File: src/rtl/mmio_gpio_pkg.sv
// mmio_gpio_pkg
//   Shared definitions for the memory-mapped GPIO block: bus address width,
//   word-aligned register offsets, and the debounce counter width helper.
//   Used by the RTL decode and by the bench.
package mmio_gpio_pkg;

   localparam int ADDR_W = 5;

   localparam logic [ADDR_W-1:0] SW_DATA   = 5'h00;
   localparam logic [ADDR_W-1:0] LED_DATA  = 5'h04;
   localparam logic [ADDR_W-1:0] SW_EDGE   = 5'h08;
   localparam logic [ADDR_W-1:0] LED_BLINK = 5'h0C;
   localparam logic [ADDR_W-1:0] BLINK_DIV = 5'h10;

   // Counter must hold 0..cycles; a zero-cycle debouncer still gets one bit.
   function automatic int cnt_width(input int cycles);
      return (cycles < 1) ? 1 : $clog2(cycles + 1);
   endfunction

endpackage

File: src/rtl/gpio_debounce.sv
// gpio_debounce
//   One switch channel: 2-flop synchroniser followed by a consecutive-cycle
//   debouncer. Produces the accepted level and a one-cycle rise pulse that
//   is high during the cycle whose closing edge flips the level 0->1.
// Ports:
//   clock  - system clock
//   reset  - asynchronous active-low reset
//   raw    - asynchronous switch input
//   level  - debounced level
//   rise   - combinational pulse: level goes 0->1 on the next edge
module gpio_debounce
   import mmio_gpio_pkg::*;
#(
   parameter int DEBOUNCE_CYCLES = 230000
) (
   input  logic clock,
   input  logic reset,
   input  logic raw,
   output logic level,
   output logic rise
);

   localparam int CNT_W = cnt_width(DEBOUNCE_CYCLES);

   logic s1;
   logic s2;

   always_ff @(posedge clock or negedge reset) begin
      if (!reset) begin
         s1 <= 1'b0;
         s2 <= 1'b0;
      end else begin
         s1 <= raw;
         s2 <= s1;
      end
   end

   generate
      if (DEBOUNCE_CYCLES == 0) begin : g_bypass
         // s1 is what s2 will become, so a pending 0->1 is visible one cycle early.
         assign level = s2;
         assign rise  = s1 & ~s2;
      end else begin : g_count
         // Flip on the edge that would make the count reach DEBOUNCE_CYCLES,
         // so the counter itself never exceeds DEBOUNCE_CYCLES-1.
         localparam logic [CNT_W-1:0] LAST = CNT_W'(DEBOUNCE_CYCLES - 1);

         logic [CNT_W-1:0] cnt;
         logic             lvl;

         always_ff @(posedge clock or negedge reset) begin
            if (!reset) begin
               cnt <= '0;
               lvl <= 1'b0;
            end else if (s2 == lvl) begin
               cnt <= '0;
            end else if (cnt == LAST) begin
               cnt <= '0;
               lvl <= s2;
            end else begin
               cnt <= cnt + 1'b1;
            end
         end

         assign level = lvl;
         assign rise  = s2 & ~lvl & (cnt == LAST);
      end
   endgenerate

endmodule

File: src/rtl/mmio_gpio.sv
// mmio_gpio
//   Memory-mapped GPIO: NUM_SW debounced switches with sticky rising-edge
//   flags, NUM_LED LEDs with data register and per-bit blink.
//   Registers: 0x00 SW_DATA (R), 0x04 LED_DATA (R/W), 0x08 SW_EDGE (R/W1C),
//              0x0C LED_BLINK (R/W), 0x10 BLINK_DIV (R/W, half-period).
// Ports:
//   clock, reset          - system clock, async active-low reset
//   ioRead, ioWrite       - bus strobes
//   addr                  - byte address, addr[1:0] ignored
//   write_data, read_data - bus data; reads are combinational
//   switches              - raw switch inputs
//   leds                  - LED drive
module mmio_gpio
   import mmio_gpio_pkg::*;
#(
   parameter int NUM_SW          = 24,
   parameter int NUM_LED         = 24,
   parameter int DEBOUNCE_CYCLES = 230000
) (
   input  logic               clock,
   input  logic               reset,
   input  logic               ioRead,
   input  logic               ioWrite,
   input  logic [ADDR_W-1:0]  addr,
   input  logic [31:0]        write_data,
   output logic [31:0]        read_data,
   input  logic [NUM_SW-1:0]  switches,
   output logic [NUM_LED-1:0] leds
);

   logic [NUM_SW-1:0]  sw_level;
   logic [NUM_SW-1:0]  sw_rise;
   logic [NUM_SW-1:0]  sw_edge;
   logic [NUM_LED-1:0] led_data;
   logic [NUM_LED-1:0] led_blink;
   logic [31:0]        blink_div;
   logic [31:0]        blink_cnt;
   logic               phase;

   logic [ADDR_W-1:0]  word_addr;
   logic               unused_addr;
   logic               wr_led;
   logic               wr_edge;
   logic               wr_blink;
   logic               wr_div;

   generate
      for (genvar i = 0; i < NUM_SW; i++) begin : g_sw
         gpio_debounce #(
            .DEBOUNCE_CYCLES(DEBOUNCE_CYCLES)
         ) u_deb (
            .clock(clock),
            .reset(reset),
            .raw  (switches[i]),
            .level(sw_level[i]),
            .rise (sw_rise[i])
         );
      end
   endgenerate

   assign word_addr   = {addr[ADDR_W-1:2], 2'b00};
   assign unused_addr = &{1'b0, addr[1:0]};

   assign wr_led   = ioWrite && (word_addr == LED_DATA);
   assign wr_edge  = ioWrite && (word_addr == SW_EDGE);
   assign wr_blink = ioWrite && (word_addr == LED_BLINK);
   assign wr_div   = ioWrite && (word_addr == BLINK_DIV);

   always_ff @(posedge clock or negedge reset) begin
      if (!reset) begin
         led_data  <= '0;
         led_blink <= '0;
         blink_div <= '0;
         sw_edge   <= '0;
      end else begin
         if (wr_led)   led_data  <= write_data[NUM_LED-1:0];
         if (wr_blink) led_blink <= write_data[NUM_LED-1:0];
         if (wr_div)   blink_div <= write_data;
         // OR-ing the rise pulses in last makes a coincident set beat the clear.
         sw_edge <= (sw_edge & ~(wr_edge ? write_data[NUM_SW-1:0] : '0)) | sw_rise;
      end
   end

   always_ff @(posedge clock or negedge reset) begin
      if (!reset) begin
         blink_cnt <= '0;
         phase     <= 1'b0;
      end else if (wr_div || (blink_div == 32'd0)) begin
         blink_cnt <= '0;
         phase     <= 1'b0;
      end else if (blink_cnt == blink_div - 32'd1) begin
         blink_cnt <= '0;
         phase     <= ~phase;
      end else begin
         blink_cnt <= blink_cnt + 32'd1;
      end
   end

   assign leds = led_data & ~(led_blink & {NUM_LED{phase}});

   always_comb begin
      read_data = '0;
      if (ioRead) begin
         case (word_addr)
            SW_DATA:   read_data = 32'(sw_level);
            LED_DATA:  read_data = 32'(led_data);
            SW_EDGE:   read_data = 32'(sw_edge);
            LED_BLINK: read_data = 32'(led_blink);
            BLINK_DIV: read_data = blink_div;
            default:   read_data = '0;
         endcase
      end
   end

endmodule

File: config.mk
export PLATFORM = sky130hd
export DESIGN_NAME = mmio_gpio
export DESIGN_NICKNAME = d
export VERILOG_FILES = /design/src/rtl/mmio_gpio_pkg.sv /design/src/rtl/gpio_debounce.sv /design/src/rtl/mmio_gpio.sv
export SDC_FILE = /design/constraint.sdc
export NUM_CORES = 1
export LEC_CHECK = 0
export ABC_AREA = 1
export CAP_MARGIN = 20
export CORE_ASPECT_RATIO = 1.2
export CORE_MARGIN = 10
export CORE_UTILIZATION = 62
export DETAILED_ROUTE_END_ITERATION = 10
export GPL_TIMING_DRIVEN = 0
export HOLD_SLACK_MARGIN = 0.12
export PLACE_DENSITY = 0.89
export SLEW_MARGIN = 10
export SYNTH_ARGS = -nofsm -noshare
export SYNTH_HDL_FRONTEND = slang
export SYNTH_SLANG_ARGS = --single-unit
File: constraint.sdc
create_clock -name clock -period 2.6 [get_ports clock]
set_clock_uncertainty 0.2 [all_clocks]
set_input_delay 0.39 -clock clock [delete_from_list [all_inputs] [get_ports clock]]
set_output_delay 0.39 -clock clock [all_outputs]
set_load 0.1 [all_outputs]
# After elaboration in Yosys (flattened, before gate mapping)
# Cells that the tools add are included.
[totals]
output_inout_bits = 56
register_bits = 641
elab_cells = 371
input_bits = 65
[op_classes]
reduce_logical = 32
n_bitwise = 103
n_addsub = 26
eq_ne = 53
muxes = 55
[ops]
columns = ["op", "n"]
rows = [
  ["$mux W18", 48],
  ["$add A18 B1 Y18 const B", 24],
  ["$eq A18 B18 Y1 const B", 24],
  ["$pmux W32 S5", 1],
  ["$mux W32", 3],
  ["$and A24 B24 Y24", 3],
  ["$not A1 Y1", 49],
  ["$and A1 B1 Y1", 48],
  ["$not A24 Y24", 2],
  ["$reduce_and A2 Y1", 24],
  ["$add A32 B1 Y32 const B", 1],
  ["$eq A32 B32 Y1", 1],
  ["$logic_not A32 Y1", 1],
  ["$sub A32 B1 Y32 const B", 1],
  ["$eq A1 B1 Y1", 24],
  ["$mux W24", 1],
  ["$or A24 B24 Y24", 1],
  ["$eq A3 B2 Y1 const B", 2],
  ["$logic_not A5 Y1", 1],
  ["$logic_and A1 B1 Y1", 4],
  ["$eq A3 B1 Y1 const B", 1],
  ["$eq A3 B3 Y1 const B", 1],
  ["$mux W1", 2],
  ["$reduce_bool A2 Y1", 1],
  ["$logic_or A1 B1 Y1", 1],
]

# Longest topological paths before layout
[depth]
ltp_word = 6
ltp_mapped = 17
ltp_nobuf = 16

# Hierarchy
# Synthesis repeated with hierarchy kept, for this count alone.
[unflattened]
hier_cells = 4636
area_unflattened_um2 = 36110.9
[modules_own_cells]
columns = ["mod", "cells_per_inst", "area_each_um2", "instances"]
rows = [
  ["gpio_debounce", 146, 1163.6, 24],
  ["mmio_gpio", 1132, 8184.1, 1],
]

# Least setup slack after synthesis
# No wires, ideal clock.
[synth_path]
path_type = "reg-to-output"
startpoint = "register phase"
endpoint = "output port leds[11]"
n_path_buf = 1
path_slack_ns = -0.792
stages_incl_launch_ff = 3
required_time_ns = 2.010
arrival_time_ns = 2.802
cell_sequence = "dfrtp_1 -> clkbuf_1 -> a21boi_0"
[synth_via]
elab_chain_cells = 3
[synth_lines]
columns = ["item", "line", "rtl"]
rows = [
  ["start: declaration", "mmio_gpio.sv:38", "logic phase;"],
  ["start signal: assignment", "mmio_gpio.sv:93", "phase <= ~phase;"],
  ["$and A24 B24 Y24", "mmio_gpio.sv:99", "assign leds = led_data & ~(led_blink & {NUM_LED{phase}});"],
  ["$not A24 Y24", "mmio_gpio.sv:99", ""],
  ["$and A24 B24 Y24", "mmio_gpio.sv:99", ""],
  ["end: declaration", "mmio_gpio.sv:28", "output logic [NUM_LED-1:0] leds"],
]
# No other way between the ends.

# Worst setup path in the final report
[layout_path]
startpoint = "register blink_div[1]"
endpoint = "register blink_cnt[26]"
[layout_via]
elab_chain_cells = 4
elab_cells_between_ends = 6
[layout_lines]
columns = ["item", "line", "rtl"]
rows = [
  ["start: declaration", "mmio_gpio.sv:36", "logic [31:0] blink_div;"],
  ["start signal: assignment", "mmio_gpio.sv:78", "if (wr_div) blink_div <= write_data;"],
  ["$sub A32 B1 Y32", "mmio_gpio.sv:91", "end else if (blink_cnt == blink_div - 32'd1) begin"],
  ["$eq A32 B32 Y1", "mmio_gpio.sv:91", ""],
  ["$mux W32", "mmio_gpio.sv:91", ""],
  ["$mux W32 (*)", "mmio_gpio.sv:88", "end else if (wr_div || (blink_div == 32'd0)) begin"],
  ["end signal: assignment", "mmio_gpio.sv:95", "blink_cnt <= blink_cnt + 32'd1;"],
  ["end: declaration", "mmio_gpio.sv:37", "logic [31:0] blink_cnt;"],
]
# Mark *: on every way between the ends. The rest lies on a longest branch, timed or not.
# A chain may end at the register's enable or synchronous reset.

==> impl_metrics.tcl <==
set metrics [dict create \
    arrival_ns 2.98 \
    antenna_found_initial 2 \
    clkTransAtPathRegs_ns 0.06 \
    holdWs_ns -0.129 \
    placed_cell_area_sq_um 34400 \
    vias_per_cell 5.92 \
    yosys.area.top_type "dfrtp_1" \
    seq_area_sq_um 16100 \
    die_w_um 228 \
    maxSlewViolCount 0 \
    ys_async_sr_fraction 1.00 \
    grt_pass1_wl_mm 140 \
    nets 4305 \
    hold_viol 201 \
    cts_root_buf "clkbuf_16" \
    holdBufCountCts 30 \
    cpMaxStageDelayCell "dfrtp_2" \
    grt_usage 0.282 \
    clk-insertion-delay-late_ns 0.63 \
    via_count 29000 \
    grt_pass1_vias 28300 \
    rsz0062_at_grt "yes" \
    drv_cap 0 \
    synth_compound_area_frac 0.0851 \
    ys_types 45 \
    dp_hpwl_mm 58.0 \
    netlist_top_cells_count "nand2_1, dfrtp_1, nor2_1" \
    drcViolationCount 0 \
    synth-xor-area-share 0.0484 \
    violations "negative hold slack, negative setup slack" \
    drtIter0Drc 3082 \
    hp-class "in2async" \
    core-area_sq_um 51200 \
    wl_mm 87.0 \
    die_y_um 269 \
    relSlewSlack 0.355 \
    clockBufferDepth 3 \
    synthFlopType "dfrtp_1" \
    area_delta_synth_final_pct 19.6 \
    portBuffers 118 \
    drive_gt1_frac 0.116 \
    synthSimpleGateAreaFrac 0.271 \
    period_minus_slack_ns 2.67 \
    final_util 0.748 \
    worstPathCellList "inv_2 -> ha_4 -> nand2_4 -> nor2_4 -> buf_4 -> nand2_1 -> nor2_2 -> xor2_1 -> nor2_1 -> nor2_2 -> nand3_4 -> nand2_8 -> clkbuf_16 -> nor2_2" \
    num_rows 91 \
    io_pins 121 \
    synthMuxAreaShare 0.000703 \
    p_per_area_nw_per_um2 641 \
    ant_nets 0 \
    synth_fp_nets 4055 \
    worstSetupPathType "reg2reg" \
    cpPeakStageDelay_ns 0.46 \
    place.gp.congestion 0.978 \
    cts_buffers 66 \
    synth_fa_ha_area_frac 0.0195 \
    wl_per_cell_um 17.8 \
    grt_overflow 0 \
    fin_crit_sh 1.03 \
    yosys_warnings 0 \
    crit_family "simple AND/OR/NAND/NOR gates" \
    path_common_cell "nor2_2" \
    path_max_fanout 7 \
    cts.sinks 641 \
    synth_top_area_frac 0.500 \
    status "finished with violations" \
    syn_inst 3940 \
    stdcell_area_sq_um 38300 \
    die_area_sq_um 61200 \
    yosysMostFrequentCell "nand2_1" \
    synth_area_leaders "dfrtp_1, nand2_1, nor2_1" \
    syn_area_sq_um 32100 \
    ys_seq_area_frac 0.500 \
    synth_top_family_by_area "simple AND/OR/NAND/NOR gates" \
    path_buf_inv 3 \
    setup_viol 34 \
    synth_edf_count 0 \
    ys_ff_latch 641 \
    first_pass_iters 9 \
    p_leak_nw 16.7 \
    dp_slack_ns -1.90 \
    grt_max_degree 111 \
    n_antenna_cell 0 \
    critPathRequiredTime_ns 2.90 \
    avgSynthCellArea_sq_um 8.14 \
    crit_path_end_kind "register" \
    max_freq_ghz 0.374 \
    worst_slack_ns -0.0742 \
    ir_drop_mv 0.586 \
    start_kind "register" \
    start_util 0.626 \
    cts_tree "built" \
    multi_input_area_sq_um 14600 \
    ctsHtreeMaxLevel 3 \
    fillCellCount 3348 \
    worst_pin_slew_ns 0.968 \
]
-- worst min-delay path: stages --
cell and delay [ns]:
buf_8 0.08, buf_16 0.09, buf_16 0.09, buf_16 0.12
buf_16 0.34
-- repair_timing --
| action | in CTS | in global routing |
|---|---|---|
| pin swaps | 6 | 24 |
| hold endpoints to repair | 292 | 207 |
| endpoints found under the setup margin | 123 | 130 |
| buffers inserted | 7 | 15 |
| gates cloned | 1 | 4 |
| resized for setup | 478 | 185 |
-- cells in the final DEF (no fill, tap or decap), drive strengths merged, types with 2 or more instances in the layout --
cell type        n
xor2           139
clkbuf         140
inv            576
mux2             2
buf            103
nor3b           61
clkinvlp         8
xnor2           38
dfrtp          641
nor4            65
clkdlybuf4s50   57
ha              50
o41ai            2
o21a             9
a31o             8
nand4          125
and3             8
o21ai          191
nand2          696
nand3b          10
nor2           647
nor3           161
o221ai          18
o21bai           4
a21oi          162
o22ai            5
a21boi          12
a21o             2
a211oi          16
nand3          182
a31oi           28
or2              7
dlygate4sd3     25
clkinv          17
bufinv           5
a221oi          19
-- metal layers --
metal  up-vias  wire [um]  GRT usage
li1      13400          -          -
met1     13800      32700      0.339
met2      1447      41400      0.463
met3       397       8080     0.0682
met4         4       4790      0.149
met5         -         36          0
-- layout make-up --
type / instances / share of cell area
multi-input combinational: 2669 / 0.380
timing repair buffer: 182 / 0.0545
sequential: 641 / 0.419
buffer: 54 / 0.00959
tap: 651 / 0.0212
inverter: 576 / 0.0568
clock buffer: 91 / 0.0502
clock inverter: 30 / 0.00855
-- state kept, by name, indices dropped and copies added, names as in the netlist --
signal / flops
sw_edge: 24
led_data: 24
g_sw.u_deb.g_count.cnt: 432
g_sw.u_deb.s2: 24
led_blink: 24
g_sw.u_deb.s1: 24
blink_div: 32
blink_cnt: 32
phase: 1
g_sw.u_deb.level: 24
-- final timing paths --
check,start,to,slack (ns),depth (start not counted)
max in group asynchronous,reset,g_sw[14].u_deb.g_count.cnt[15],0.48,8
worst min register to register,g_sw[10].u_deb.s1,g_sw[10].u_deb.s2,0.14,0
worst max-delay path,blink_div[1],blink_cnt[26],-0.07,14
worst max register to register,blink_div[1],blink_cnt[26],-0.07,14
min in group clock,g_sw[10].u_deb.s1,g_sw[10].u_deb.s2,0.14,0
worst min-delay path,reset,g_sw[2].u_deb.g_count.cnt[17],-0.13,5
-- stage by stage --
step	setup TNS (ns)	cells	power, mW
after floorplan	-3.24	3940	13.1
after global placement	-	4709	14.2
after detailed placement	-153.65	4716	14.2
after CTS	-0.00415	4875	24.3
after global routing	-4.52	4894	25.4
final	-1.68	4894	24.6
-- where the power goes --
part	leakage, nW	internal [mW]	switching, mW	total, mW
logic	7.03	1.14	2.52	3.66
clock network	1.11	5.74	4.19	9.93
registers	8.60	10.5	0.552	11.0
total	16.7	17.3	7.26	24.6
-- kinds of logic after synthesis --
| logic type | Yosys count |
|---|---|
| AOI/OAI and AO/OA | 478 |
| xor gates and xnor gates | 177 |
| adders and majority gates | 50 |
| buffers and inverters | 630 |
| DFF | 641 |
| muxes | 2 |
| and+or+nand+nor | 1962 |
Power figures use the tool's default switching activity.
